**src/rtl/arbiter_nq.sv**
```systemverilog
// rtl/arbiter_nq.sv - N-requester quota-limited round-robin arbiter
//
// Purpose:
//   Grants one of N requesters at a time. While others wait, a holder keeps
//   the grant for up to its per-requester runtime quota of consecutive cycles.
//   The grant then rotates round-robin. A per-requester usage counter rises
//   while granted and decays while not granted. Recent use therefore shortens
//   the next window.
//
// Optional feature:
//   ARB_LOCK_EN - adds the lock input. It pins the current holder while that
//   holder keeps requesting.
//
// Ports:
//   clk        in   rising-edge clock
//   rst        in   synchronous active-high reset
//   req        in   N   request vector, bit i = requester i
//   quota      in   N*CW packed quotas, field i = quota[i*CW +: CW], 0 acts as 1
//   lock       in   1   hold current grant (ARB_LOCK_EN builds only)
//   gnt        out  N   registered one-hot grant or zero
//   gnt_valid  out  1   registered, high when gnt != 0
//   gnt_id     out  IW  registered holder index, keeps last value when idle

module arbiter_nq #(
    parameter int N  = 4,
    parameter int CW = 5,
    parameter int IW = $clog2(N)
) (
    input  logic            clk,
    input  logic            rst,
    input  logic [N-1:0]    req,
    input  logic [N*CW-1:0] quota,
`ifdef ARB_LOCK_EN
    input  logic            lock,
`endif
    output logic [N-1:0]    gnt,
    output logic            gnt_valid,
    output logic [IW-1:0]   gnt_id
);

    typedef enum logic {
        S_IDLE  = 1'b0,
        S_GRANT = 1'b1
    } state_t;

    state_t          r_state;
    logic [N-1:0]    r_gnt;
    logic            r_gnt_valid;
    logic [IW-1:0]   r_gnt_id;     // doubles as the holder index in S_GRANT
    logic [IW-1:0]   r_ptr;
    logic [CW-1:0]   r_cnt [N];

    state_t          w_state_nxt;
    logic [IW-1:0]   w_id_nxt;
    logic            w_change;
    logic [N-1:0]    w_gnt_nxt;
    logic            w_valid_nxt;
    logic [IW-1:0]   w_ptr_nxt;
    logic [CW-1:0]   w_cnt_nxt [N];
    logic [CW-1:0]   w_qe [N];
    logic [CW-1:0]   w_cnt_h;
    logic [CW-1:0]   w_qe_h;
    logic [N-1:0]    w_hold_mask;
    logic [IW-1:0]   w_start_h;
    logic            w_ptr_ok;
    logic [IW-1:0]   w_ptr_id;
    logic            w_oth_ok;
    logic [IW-1:0]   w_oth_id;
    logic            w_lock;

`ifdef ARB_LOCK_EN
    assign w_lock = lock;
`else
    assign w_lock = 1'b0;
`endif

    // Round-robin search. Candidates are scanned from the farthest distance
    // down to distance 0, so the nearest requester from start is written last
    // and wins.
    function automatic logic [IW:0] rr_pick(input logic [N-1:0] mask,
                                            input logic [IW-1:0] start);
        logic          found;
        logic [IW-1:0] id;
        int            j;
        found = 1'b0;
        id    = '0;
        for (int k = N - 1; k >= 0; k--) begin
            j = (int'(start) + k) % N;
            if (mask[IW'(j)]) begin
                found = 1'b1;
                id    = IW'(j);
            end
        end
        return {found, id};
    endfunction

    function automatic logic [N-1:0] onehot(input logic [IW-1:0] idx);
        return {{(N-1){1'b0}}, 1'b1} << idx;
    endfunction

    // Effective quotas. A zero field means one cycle.
    always_comb begin
        for (int i = 0; i < N; i++) begin
            w_qe[i] = (quota[i*CW +: CW] == '0) ? CW'(1) : quota[i*CW +: CW];
        end
    end

    // Holder's counter and quota, selected by the current holder index.
    always_comb begin
        w_cnt_h = '0;
        w_qe_h  = CW'(1);
        for (int i = 0; i < N; i++) begin
            if (IW'(i) == r_gnt_id) begin
                w_cnt_h = r_cnt[i];
                w_qe_h  = w_qe[i];
            end
        end
    end

    assign w_hold_mask = onehot(r_gnt_id);
    assign w_start_h   = (r_gnt_id == IW'(N - 1)) ? '0 : r_gnt_id + 1'b1;

    always_comb begin
        {w_ptr_ok, w_ptr_id} = rr_pick(req, r_ptr);
        // Excluding the holder also covers the dropped-request case, because
        // req[h] is already 0 there.
        {w_oth_ok, w_oth_id} = rr_pick(req & ~w_hold_mask, w_start_h);
    end

    // Next-state logic
    always_comb begin
        w_state_nxt = r_state;
        w_id_nxt    = r_gnt_id;
        w_change    = 1'b0;
        case (r_state)
            S_IDLE: begin
                if (w_ptr_ok) begin
                    w_state_nxt = S_GRANT;
                    w_id_nxt    = w_ptr_id;
                    w_change    = 1'b1;
                end
            end
            S_GRANT: begin
                if (!req[r_gnt_id]) begin
                    if (w_oth_ok) begin
                        w_id_nxt = w_oth_id;
                        w_change = 1'b1;
                    end else begin
                        w_state_nxt = S_IDLE;
                    end
                end else if (w_oth_ok && !w_lock && (w_cnt_h >= w_qe_h - 1'b1)) begin
                    // The counter reaches its quota on this same edge. Yield
                    // now so the holder gets exactly qe cycles from zero use.
                    w_id_nxt = w_oth_id;
                    w_change = 1'b1;
                end
            end
            default: w_state_nxt = S_IDLE;
        endcase
    end

    // Registered-output values derived from the next state
    always_comb begin
        w_valid_nxt = (w_state_nxt == S_GRANT);
        w_gnt_nxt   = w_valid_nxt ? onehot(w_id_nxt) : '0;
        w_ptr_nxt   = (w_id_nxt == IW'(N - 1)) ? '0 : w_id_nxt + 1'b1;
    end

    // Usage counters saturate at 0 and at the effective quota.
    always_comb begin
        for (int i = 0; i < N; i++) begin
            w_cnt_nxt[i] = r_cnt[i];
            if (r_gnt[i] && (r_cnt[i] < w_qe[i])) begin
                w_cnt_nxt[i] = r_cnt[i] + 1'b1;
            end else if (!r_gnt[i] && (r_cnt[i] != '0)) begin
                w_cnt_nxt[i] = r_cnt[i] - 1'b1;
            end
        end
    end

    // State register
    always_ff @(posedge clk) begin
        if (rst) begin
            r_state     <= S_IDLE;
            r_gnt       <= '0;
            r_gnt_valid <= 1'b0;
            r_gnt_id    <= '0;
            r_ptr       <= '0;
            for (int i = 0; i < N; i++) begin
                r_cnt[i] <= '0;
            end
        end else begin
            r_state     <= w_state_nxt;
            r_gnt       <= w_gnt_nxt;
            r_gnt_valid <= w_valid_nxt;
            r_gnt_id    <= w_id_nxt;
            if (w_change) begin
                r_ptr <= w_ptr_nxt;
            end
            for (int i = 0; i < N; i++) begin
                r_cnt[i] <= w_cnt_nxt[i];
            end
        end
    end

    assign gnt       = r_gnt;
    assign gnt_valid = r_gnt_valid;
    assign gnt_id    = r_gnt_id;

endmodule

```
**config.mk**
```make
export PLATFORM = sky130hd
export DESIGN_NAME = arbiter_nq
export DESIGN_NICKNAME = d
export VERILOG_FILES = /design/src/rtl/arbiter_nq.sv
export SDC_FILE = /design/constraint.sdc
export NUM_CORES = 1
export LEC_CHECK = 0
export CAP_MARGIN = 20
export CORE_AREA = 2 2 76 78
export DETAILED_ROUTE_END_ITERATION = 8
export DIE_AREA = 0 0 78 80
export PLACE_DENSITY = 0.81
export SYNTH_ARGS = -nofsm -noshare
export SYNTH_HDL_FRONTEND = slang
export SYNTH_SLANG_ARGS = --single-unit
```
**constraint.sdc**
```tcl
create_clock -name clk -period 4.94 [get_ports clk]
set_input_delay 0.988 -clock clk [delete_from_list [all_inputs] [get_ports clk]]
set_output_delay 0.988 -clock clk [all_outputs]
set_load 0.01 [all_outputs]
```
==> flow_summary.yaml <==
setup_path:
  worstSetupEndpointType: "flip-flop"
  path_class: "in -> reg"
  critPathRequiredTime_ns: 5.15
  critPathArrivalTime_ns: 4.52
  cp-start-kind: "input port"
  cp_max_fo: 6
  rrSetupSlack_ns: 0.82
timing:
  layout_setup_ws_ns: 0.6315
  rsz0062_at_grt: "no"
  finalSetupTns_ns: 0
  fmax_mhz: 232.1
  slew-limit-headroom_pct: 55.80
  fin_crit_sh_pct: 87.22
  worst_pin_slew_ns: 0.6630
  slew_viol_final: 0
  period_minus_slack_ns: 4.308
  fin_skew_ns: 0.005251
  setup_viol: 0
  finalHoldViolCount: 0
cells_and_area:
  nets: 458
  antenna_cells: 0
  area_growth_pct: 15.87
  fin_cells: 462
  fillers: 475
  drive_gt1_share_pct: 4.872
  fin_area_mm2: 0.003343
  fin_util_pct: 61.85
die:
  start_util_pct: 53.38
  io_pins: 33
  die_w_um: 78
  die-area_mm2: 0.006240
  fp.dieH_um: 80
  rows: 27
  coreArea_mm2: 0.005405
route:
  drc: 0
  firstDrtPassIters: 4
  vias: 2635
  via_per_inst: 5.703
  ant_nets: 0
  drt-wirelength-per-cell_um: 13.95
  detail_route.iter0.violations: 93
  totalWireLength_mm: 6.445
yosys:
  yosysSeqAreaShare_pct: 20.12
  synthCells: 361
  syn-num-nets: 429
  synthMuxAreaShare_pct: 4.944
  synth-main-ff-cell: "dfxtp_1"
  synth_fa_ha_area_share_pct: 19.95
  synth_edf_count: 0
  synth_top_family_by_area: "compound AO/OA/AOI/OAI gates"
  yosysTopAreaCell: "dfxtp_1"
  syn_area_mm2: 0.002885
  synth-async-reset-ratio_pct: 0
  syn_avg_cell_area_um2: 7.992
  synth_warnings: 0
  synthXorXnorAreaFrac_pct: 6.071
  synthDominantCellAreaShare_pct: 20.12
  synth.distinct_cells: 53
  ys_top_cells_by_area: "dfxtp_1, ha_1, a21oi_1"
  ys_seq_elements: 29
  synth_compound_area_share_pct: 24.11
  yosys.area_share.simple_pct: 20.47
pwr:
  leakage_nw: 1.454
  ir_worst_vdd_mv: 0.4279
  power_density_mw_per_mm2: 682.1
global_route:
  grt_pass1_vias: 2569
  globalRouteTotalUtil_pct: 22.36
  grt_pass1_wl_mm: 11.35
  overflow: 0
  antenna_found_initial: 0
  grt_start_max_net_pins: 27
placed_design:
  placed_area_mm2: 0.003257
  io_buffers: 32
  dp_hpwl_mm: 4.952
  routabilityCongestion: 0.8900
  numPlacedInstances: 455
  place_ws_ns: 0.3930
hold_path:
  hold_path.class: "reg -> reg"
cts:
  clkLatencyLatePin_ns: 0.29
  cts_tree: "done"
  clk_path_buf_depth: 2
  cts_buffers: 5
  ctsHtreeMaxLevel: 2
  cts_sinks: 29
  clk_pin_slew_ns: 0.06
  post_cts_buffers: 0
  cts_hold_buffers: 0
  ctsResizeCount: 0
  cts-root-buf: "clkbuf_8"
flow_run:
  drv_cap: 0
outcome:
  status: "finished, final reports clean"
[critical path, stage by stage]
cell and delay [ns]:
clkdlybuf4s50_1 0.45, nor4_1 0.42, nor3b_1 0.12, o31ai_1 0.22, o21ai_0 0.17, ha_1 0.28, xor2_1 0.17, ha_1 0.21
a2111o_1 0.35, a311o_1 0.37, nor2b_4 0.16, o311ai_4 0.33, xnor2_1 0.14, o31ai_2 0.17
[cell families (layout without fill, tap and decap cells)]
| logic type | after synthesis | after routing |
|---|---|---|
| adder cells (fa/ha/maj) | 44 | 44 |
| flip-flops | 29 | 29 |
| AO/OA/AOI/OAI | 106 | 106 |
| multiplexers | 14 | 14 |
| buffers and inverters | 32 | 61 |
| XOR/XNOR | 20 | 20 |
| AND/OR/NAND/NOR | 116 | 116 |
[cells in the final DEF, fill, tap and decap left out, types with 4 or more instances in the layout]
cell             synthesis  layout
clkdlybuf4s50_1          0      32
a211oi_1                 9       9
dfxtp_1                 29      29
a21oi_1                 43      43
mux2i_1                 12      12
clkbuf_8                 0       6
or4_1                    5       5
xnor2_1                 18      18
fa_1                     4       4
o21bai_1                 7       7
inv_1                   21      21
nand2b_1                 8       8
nand2_1                 30      30
ha_1                    38      38
o211ai_1                 4       4
nand3_1                  8       8
nor4_1                   5       5
nor2_1                  39      39
nor2b_1                  4       4
a21o_1                  12      12
o21ai_0                 13      13
[path summary, 6_finish.rpt]
kind / cells past startpoint / from / to
setup / recovery: 14 / quota[6] / r_ptr[1]
setup reg to reg: 13 / gnt_id[1] / r_ptr[1]
hold reg to reg: 2 / r_ptr[0] / r_ptr[0]
hold / removal: 2 / r_ptr[0] / r_ptr[0]
[per-layer routing]
metal | wire, um | part of all wire, % | vias up | global-route usage [%]
met3 | 248 | 3.8 | 13 | 3.959
met4 | 114 | 1.8 | 0 | 9.123
met1 | 3075 | 48 | 1218 | 28.19
met5 | 0 | 0 | - | 0
met2 | 3007 | 47 | 48 | 37.76
li1 | - | - | 1356 | -
[registers in the layout (all words and copies together) (netlist names)]
register	count
gnt_valid	1
gnt	4
gnt_id	2
r_ptr	2
r_cnt	20
[stage by stage]
step	hold slack, ns	power [W]
after floorplan	0.4754	0.001742
after global placement	0.5013	0.002021
after detailed placement	0.5099	0.002067
after CTS	0.5163	0.002283
after global routing	0.5580	0.002519
final	0.5162	0.002281
[cell type report]
cell class / instances / area [um^2] / share of cell area (%)
timing repair buffer: 33 / 327.8 / 9.805
clock buffer: 7 / 86.33 / 2.582
inverter: 21 / 78.83 / 2.358
multi-input combinational: 300 / 2180 / 65.19
sequential: 29 / 580.6 / 17.37
tap: 72 / 90.09 / 2.695
[Yosys cell counts, types with 2 or more instances]
master	number
ha_1	38
o21ai_1	3
nand3_1	8
nor2_1	39
maj3_1	2
a21o_1	12
xor2_1	2
and2b_1	2
or4_1	5
nor4_1	5
nand2_1	30
inv_1	21
o21bai_1	7
nand2b_1	8
nor3b_1	2
a221oi_1	2
o31ai_1	2
nor3_1	2
xnor2_1	18
o211ai_1	4
a211oi_1	9
fa_1	4
a21oi_1	43
dfxtp_1	29
nor2b_1	4
o21ai_0	13
mux2i_1	12
clkbuf_1	8
nor4b_1	2
mux2_2	2
[where the power goes]
group	switching (W)	internal [W]	leakage (nW)
Sequential	0.000156	0.000333	0.241
Clock	0.0000901	0.000110	0.0443
Combinational	0.000808	0.000783	1.17
Note: power is estimated with default switching activity, not from simulation.
